`config.mk`:
```
export PLATFORM = sky130hd
export DESIGN_NAME = ff_bank_arbiter
export DESIGN_NICKNAME = d
export VERILOG_FILES = /design/src/rtl/ff_bank_pkg.sv /design/src/rtl/ff_bank_arbiter_cells.sv /design/src/rtl/ff_bank_arbiter.sv
export SDC_FILE = /design/constraint.sdc
export NUM_CORES = 1
export LEC_CHECK = 0
export CAP_MARGIN = 20
export CORE_MARGIN = 4
export CORE_UTILIZATION = 48
export CTS_CLUSTER_DIAMETER = 100
export DETAILED_ROUTE_END_ITERATION = 8
export GPL_ROUTABILITY_DRIVEN = 1
export PLACE_DENSITY_LB_ADDON = 0.25
export SLEW_MARGIN = 20
export SYNTH_ARGS = -nofsm -noshare
export SYNTH_HDL_FRONTEND = slang
export SYNTH_SLANG_ARGS = --single-unit
```
`constraint.sdc`:
```
create_clock -name clk -period 3.3 [get_ports clk]
set_input_delay 0.495 -clock clk [delete_from_list [all_inputs] [get_ports clk]]
set_output_delay 0.495 -clock clk [all_outputs]
set_load 0.005 [all_outputs]
```
`src/rtl/ff_bank_pkg.sv`:
```
// Shared opcode and FSM state encodings for the two-requester flip-flop bank.
package ff_bank_pkg;

  localparam logic [1:0] OP_LOAD   = 2'b00;
  localparam logic [1:0] OP_TOGGLE = 2'b01;
  localparam logic [1:0] OP_CLEAR  = 2'b10;
  localparam logic [1:0] OP_BCAST  = 2'b11;

  typedef enum logic [1:0] {
    ST_IDLE  = 2'd0,
    ST_OWN_A = 2'd1,
    ST_OWN_B = 2'd2
  } state_t;

endpackage

```
`src/rtl/ff_bank_arbiter_cells.sv`:
```
// Storage bank: applies one muxed command per cycle to N_CELLS flip-flop cells.
module ff_bank_cells
  import ff_bank_pkg::*;
#(
  parameter int N_CELLS = 8,
  parameter int ADDR_W  = $clog2(N_CELLS)
) (
  input  logic               clk,
  input  logic               rst,
  input  logic               en,
  input  logic [1:0]         op,
  input  logic [ADDR_W-1:0]  addr,
  input  logic               data,
  output logic [N_CELLS-1:0] q,
  output logic [N_CELLS-1:0] q_bar,
  output logic               err
);

  logic [N_CELLS-1:0] q_reg;
  logic [N_CELLS-1:0] q_next;
  logic               err_reg;
  logic               in_range;

  assign in_range = int'(addr) < N_CELLS;

  // An out-of-range address matches no cell, so LOAD/TOGGLE leave q untouched.
  generate
    for (genvar gi = 0; gi < N_CELLS; gi++) begin : g_cell
      logic hit;
      assign hit = (addr == ADDR_W'(gi));
      assign q_next[gi] = (op == OP_CLEAR) ? 1'b0 :
                          (op == OP_BCAST) ? data :
                          !hit             ? q_reg[gi] :
                          (op == OP_LOAD)  ? data :
                                             (q_reg[gi] ^ data);
    end
  endgenerate

  always_ff @(posedge clk) begin
    if (rst) begin
      q_reg   <= '0;
      err_reg <= 1'b0;
    end else begin
      err_reg <= en && ((op == OP_LOAD) || (op == OP_TOGGLE)) && !in_range;
      if (en) q_reg <= q_next;
    end
  end

  assign q     = q_reg;
  assign q_bar = ~q_reg;
  assign err   = err_reg;

endmodule

```
`src/rtl/ff_bank_arbiter.sv`:
```
// Round-robin arbiter with bounded lock sharing one flip-flop bank between requesters A and B.
module ff_bank_arbiter
  import ff_bank_pkg::*;
#(
  parameter int N_CELLS  = 8,
  parameter int ADDR_W   = $clog2(N_CELLS),
  parameter int MAX_HOLD = 4
) (
  input  logic               clk,
  input  logic               rst,
  input  logic               a_valid,
  output logic               a_ready,
  input  logic [1:0]         a_op,
  input  logic [ADDR_W-1:0]  a_addr,
  input  logic               a_data,
  input  logic               a_lock,
  input  logic               b_valid,
  output logic               b_ready,
  input  logic [1:0]         b_op,
  input  logic [ADDR_W-1:0]  b_addr,
  input  logic               b_data,
  input  logic               b_lock,
  output logic [N_CELLS-1:0] q,
  output logic [N_CELLS-1:0] q_bar,
  output logic               last_grant,
  output logic               busy,
  output logic               err
);

  localparam int HOLD_W  = $clog2(MAX_HOLD + 1);
  localparam bit LOCK_EN = (MAX_HOLD > 1);

  state_t            state_reg;
  logic              last_grant_reg;
  logic [HOLD_W-1:0] hold_cnt_reg;
  logic [HOLD_W-1:0] hold_inc;
  logic              hold_max;
  logic              a_acc;
  logic              b_acc;

  logic              cmd_en;
  logic [1:0]        cmd_op;
  logic [ADDR_W-1:0] cmd_addr;
  logic              cmd_data;

  // Ready depends only on state, valids and last_grant, never on payload.
  always_comb begin
    a_ready = 1'b0;
    b_ready = 1'b0;
    if (!rst) begin
      case (state_reg)
        ST_IDLE: begin
          a_ready = a_valid && (!b_valid || last_grant_reg);
          b_ready = b_valid && (!a_valid || !last_grant_reg);
        end
        ST_OWN_A: a_ready = a_valid;
        ST_OWN_B: b_ready = b_valid;
        default: ;
      endcase
    end
  end

  assign a_acc    = a_valid && a_ready;
  assign b_acc    = b_valid && b_ready;
  assign hold_inc = hold_cnt_reg + 1'b1;
  assign hold_max = (hold_inc == HOLD_W'(MAX_HOLD));

  always_ff @(posedge clk) begin
    if (rst) begin
      state_reg      <= ST_IDLE;
      last_grant_reg <= 1'b1;
      hold_cnt_reg   <= '0;
    end else begin
      case (state_reg)
        ST_IDLE: begin
          if (a_acc) begin
            last_grant_reg <= 1'b0;
            if (a_lock && LOCK_EN) begin
              state_reg    <= ST_OWN_A;
              hold_cnt_reg <= HOLD_W'(1);
            end
          end else if (b_acc) begin
            last_grant_reg <= 1'b1;
            if (b_lock && LOCK_EN) begin
              state_reg    <= ST_OWN_B;
              hold_cnt_reg <= HOLD_W'(1);
            end
          end
        end
        ST_OWN_A: begin
          if (!a_valid) begin
            state_reg    <= ST_IDLE;
            hold_cnt_reg <= '0;
          end else begin
            last_grant_reg <= 1'b0;
            if (!a_lock || hold_max) begin
              state_reg    <= ST_IDLE;
              hold_cnt_reg <= '0;
            end else begin
              hold_cnt_reg <= hold_inc;
            end
          end
        end
        ST_OWN_B: begin
          if (!b_valid) begin
            state_reg    <= ST_IDLE;
            hold_cnt_reg <= '0;
          end else begin
            last_grant_reg <= 1'b1;
            if (!b_lock || hold_max) begin
              state_reg    <= ST_IDLE;
              hold_cnt_reg <= '0;
            end else begin
              hold_cnt_reg <= hold_inc;
            end
          end
        end
        default: begin
          state_reg    <= ST_IDLE;
          hold_cnt_reg <= '0;
        end
      endcase
    end
  end

  // At most one ready is high, so the accepted requester selects the payload.
  assign cmd_en   = a_acc || b_acc;
  assign cmd_op   = b_acc ? b_op   : a_op;
  assign cmd_addr = b_acc ? b_addr : a_addr;
  assign cmd_data = b_acc ? b_data : a_data;

  ff_bank_cells #(
    .N_CELLS(N_CELLS),
    .ADDR_W (ADDR_W)
  ) u_cells (
    .clk  (clk),
    .rst  (rst),
    .en   (cmd_en),
    .op   (cmd_op),
    .addr (cmd_addr),
    .data (cmd_data),
    .q    (q),
    .q_bar(q_bar),
    .err  (err)
  );

  assign last_grant = last_grant_reg;
  assign busy       = (state_reg != ST_IDLE);

endmodule

```
==> impl_summary.txt <==
----------------------------------------------------
[GRT]
  Largest net degree at the start of global routing ... 13
  Initial antenna violation count ... 0
  Congestion Overflow GR ... 0
  Total global routing track utilization ... 21.9%
  First-pass GRT wire length ... 5.88 mm
  Vias in the first global route ... 1323

[Synthesis]
  Seq/Total Area, Yosys ... 22.1%
  Per-instance average area after synthesis ... 7.99 um^2
  Multiplexer area fraction after synthesis ... 1.97%
  Prevailing post-synth register cell ... sky130_fd_sc_hd__dfxtp_1
  Synth Area in Adders ... 6.90%
  Yosys top cell area share ... 22.1%
  Syn_nets ... 184
  Synth Area in Compound Gates ... 38.2%
  Post-Syn Area ... 1270 um^2
  Xor and xnor area share after synthesis ... 1.38%
  Simple-gate area share of the yosys netlist ... 18.1%
  Share of synthesized flip-flops with an asynchronous set or reset ... 0%
  Main combinational cell family by area after synthesis ... compound AO/OA/AOI/OAI gates
  Distinct cell type count of the synthesized netlist ... 44
  Top area cells in the synthesized netlist ... sky130_fd_sc_hd__dfxtp_1, sky130_fd_sc_hd__ha_1, sky130_fd_sc_hd__inv_1
  Number of synthesized flops with an enable pin ... 0
  Ys Warns ... 0
  Dominant cell type by area after synthesis ... sky130_fd_sc_hd__dfxtp_1
  Register bit count reported by yosys ... 14
  Number of standard cells after synthesis ... 159

[CTS]
  Clock tree root driver cell ... sky130_fd_sc_hd__clkbuf_4
  Total clock buffers created by CTS ... 3
  Clock tree from TritonCTS ... done
  Sink count of the clock tree ... 14
  H-Tree Depth ... 1
  Post-CTS repair timing setup buffer count ... 0
  Clock-pin slew reported for the worst setup and hold paths after clock tree synthesis ... 90 ps
  Post-CTS Hold Fix Bufs ... 0
  Maximum count of clock buffers along a single path ... 2
  Gates resized, CTS repair ... 0
  Clk Latency, worst-skew pair ... 310 ps

[Timing]
  Worst relative slew slack ... 60.5%
  Total Neg Setup Slack ... 0 ps
  Final worst path period share ... 87.7%
  Final-report setup violation count ... 0
  Final worst path period need ... 2900 ps
  Maximum clock rate ... 345 MHz
  Worst slack on hold paths ... 475 ps
  Fin. Hold Viols ... 0
  Worst clock skew ... 10.9 ps
  RSZ-0062 raised after global routing ... no
  Slew of the pin with the lowest slew margin ... 584 ps
  Slew Limit Fails ... 0

[Worst setup path]
  Slowest Stage Delay on Critical Path ... 540 ps
  Critical-path maximum fanout ... 11
  Category of the most critical setup path ... flop to output pin
  Reg2reg start ... state_reg[0]
  Critical path, cell by cell ... inv_1, ha_1, a21boi_4, o21ai_2, inv_2, clkdlybuf4s50_1
  Critical Path Stages ... 6
  Critical path launch point ... state_reg[0]
  Data required time at the worst endpoint ... 2800 ps
  R2R setup slack ... 890 ps
  Type of element capturing the critical path ... output pin
  Cell family with most CP delay ... buffers and inverters
  Arrival time at the worst endpoint ... 2400 ps
  Endpoint of the most critical setup path ... b_ready
  Worst r2r dst ... u_cells.q[7]
  Startpoint kind of the worst setup timing path ... flop
  Length in cells of the worst reg-to-reg path ... 8
  Critical path buffer and inverter count ... 3
  Cell with the largest stage delay on the worst path ... sky130_fd_sc_hd__clkdlybuf4s50_1

[Placed design]
  Estimated wirelength of the detail-placed design ... 2.70 mm
  Number of placed instances, taps included ... 221
  Placer's final routability congestion estimate ... 0.899
  Buffers on Ports ... 37

[Die]
  Die footprint ... 3530 um^2
  Number of placed I/O pins ... 39
  Initial Utilization ... 50.8%
  Number of rows created at floorplan ... 18
  Height of the die ... 59.4 um
  Die X-Extent ... 59.4 um
  Area inside the core boundary ... 2500 um^2

[Run status]
  Outcome ... finished clean

[Power and ir drop]
  Static power due to leakage ... 0.000651 uW
  Post-layout total power ... 661 uW
  Worst IR drop on VDD ... 0.253 mV
  Cell Pwr Density ... 391 nW/um^2

[Drt]
  DR pass1 iterations ... 4
  Per-cell via count in the routed design ... 6.22
  Count of routing violations after the opening detailed-route iteration ... 96
  WL per Instance ... 15.9 um
  Routed Wire Length ... 3.57 mm
  Via count of the routed design ... 1399
  Number of remaining DRC errors ... 0
  Antenna viol nets, final ... 0

[Final layout]
  Final-stage net count ... 221
  Fraction of layout cells with a size suffix above 1 ... 9.23%
  Area Growth Syn to Fin ... 33.1%
  Flip-flop count of the largest register, all copies and words added ... 8
  Fin util ... 67.6%
  Fill cells ... 225
  Ant. Diodes ... 0
  Final non-filler cell total ... 225

[Worst hold path]
  Class of the most critical hold timing path ... flop to flop

[Run]
  Max capacitance violation total ... 0

----------------------------------------------------
synth_stat cells (all sizes together) (2+ instances only):
| cell type | instances |
|---|---|
| o311ai | 8 |
| inv | 23 |
| and3 | 2 |
| a21oi | 9 |
| nand3 | 14 |
| a21o | 2 |
| nand2b | 2 |
| buf | 4 |
| a31oi | 8 |
| and3b | 3 |
| ha | 7 |
| dfxtp | 14 |
| nand2 | 10 |
| o41ai | 7 |
| o21ai | 5 |
| nor3b | 4 |
| clkbuf | 5 |
| o221ai | 9 |
| a2111o | 2 |
| nor2 | 4 |
where the power goes:
group / internal (uW) / total [uW] / switching, uW
clock network: 67.4 / 135 / 67.2
registers: 191 / 211 / 19.5
logic: 157 / 316 / 159
total: 415 / 661 / 246
through the flow:
step | setup slack [ps] | instance area, um^2
3_5_place_dp | 586 | 1650
5_1_grt | 301 | 1690
6_report | 405 | 1690
3_3_place_gp | 627 | 1650
4_1_cts | 396 | 1690
2_1_floorplan | 1290 | 1270
per-layer routing:
layer | vias to the layer above | global-route usage, % | routed length (um)
met2 | 74 | 36.0 | 1750
met5 | - | 0 | 0
met1 | 635 | 27.4 | 1410
li1 | 681 | - | -
met4 | 0 | 9.71 | 65
met3 | 9 | 4.14 | 350
cells in the final DEF (no fill, tap or decap), drive strengths merged, types with 2 or more instances in the layout:
cell type	netlist	final
a21o	2	2
and3b	3	3
nor2	4	4
buf	4	4
nor3b	4	4
o41ai	7	7
and3	2	2
a31oi	8	8
clkbuf	5	4
a2111o	2	2
clkdlybuf4s50	0	37
inv	23	23
nand2	10	10
ha	7	7
o311ai	8	8
a21oi	9	9
dfxtp	14	14
nand2b	2	2
nand3	14	14
o221ai	9	9
o21ai	5	5
area by class of cell:
| cell class | count | area (um^2) | share of cell area (%) |
|---|---|---|---|
| well taps | 30 | 37.5 | 2.22 |
| multi-input cells | 113 | 850 | 50.3 |
| repair buffers | 41 | 400 | 23.7 |
| inverters | 23 | 86.3 | 5.11 |
| clock buffers | 4 | 36.3 | 2.15 |
| flip-flops and latches | 14 | 280 | 16.6 |
how the worst min path moves through the flow:
| stage | startpoint | to | slack [ps] | cells past startpoint |
|---|---|---|---|---|
| detailed placement | hold_cnt_reg[1] | hold_cnt_reg[1] | 470 | 2 |
| finish | hold_cnt_reg[1] | hold_cnt_reg[1] | 470 | 2 |
| CTS | hold_cnt_reg[1] | hold_cnt_reg[1] | 480 | 2 |
| floorplan | hold_cnt_reg[2] | hold_cnt_reg[2] | 440 | 2 |
| global placement | hold_cnt_reg[2] | hold_cnt_reg[2] | 450 | 2 |
| global route | hold_cnt_reg[1] | hold_cnt_reg[1] | 520 | 2 |
kinds of logic after synthesis:
group                    count (synthesis)
flip-flops                              14
AO/OA/AOI/OAI                           58
adder cells (fa/ha/maj)                  7
multiplexers                             2
buffers and inverters                   32
AND/OR/NAND/NOR                         43
XOR/XNOR                                 2
other                                    1
worst reg2reg max path, delay by kind of cell (launching register included):
| family | cells | cell delay (ps) |
|---|---|---|
| fa+ha+maj | 1 | 320 |
| flops | 1 | 420 |
| simple gates | 1 | 380 |
| buf+inv | 2 | 270 |
| compound gates | 4 | 960 |
No activity file was read; power rests on OpenSTA's default activity.
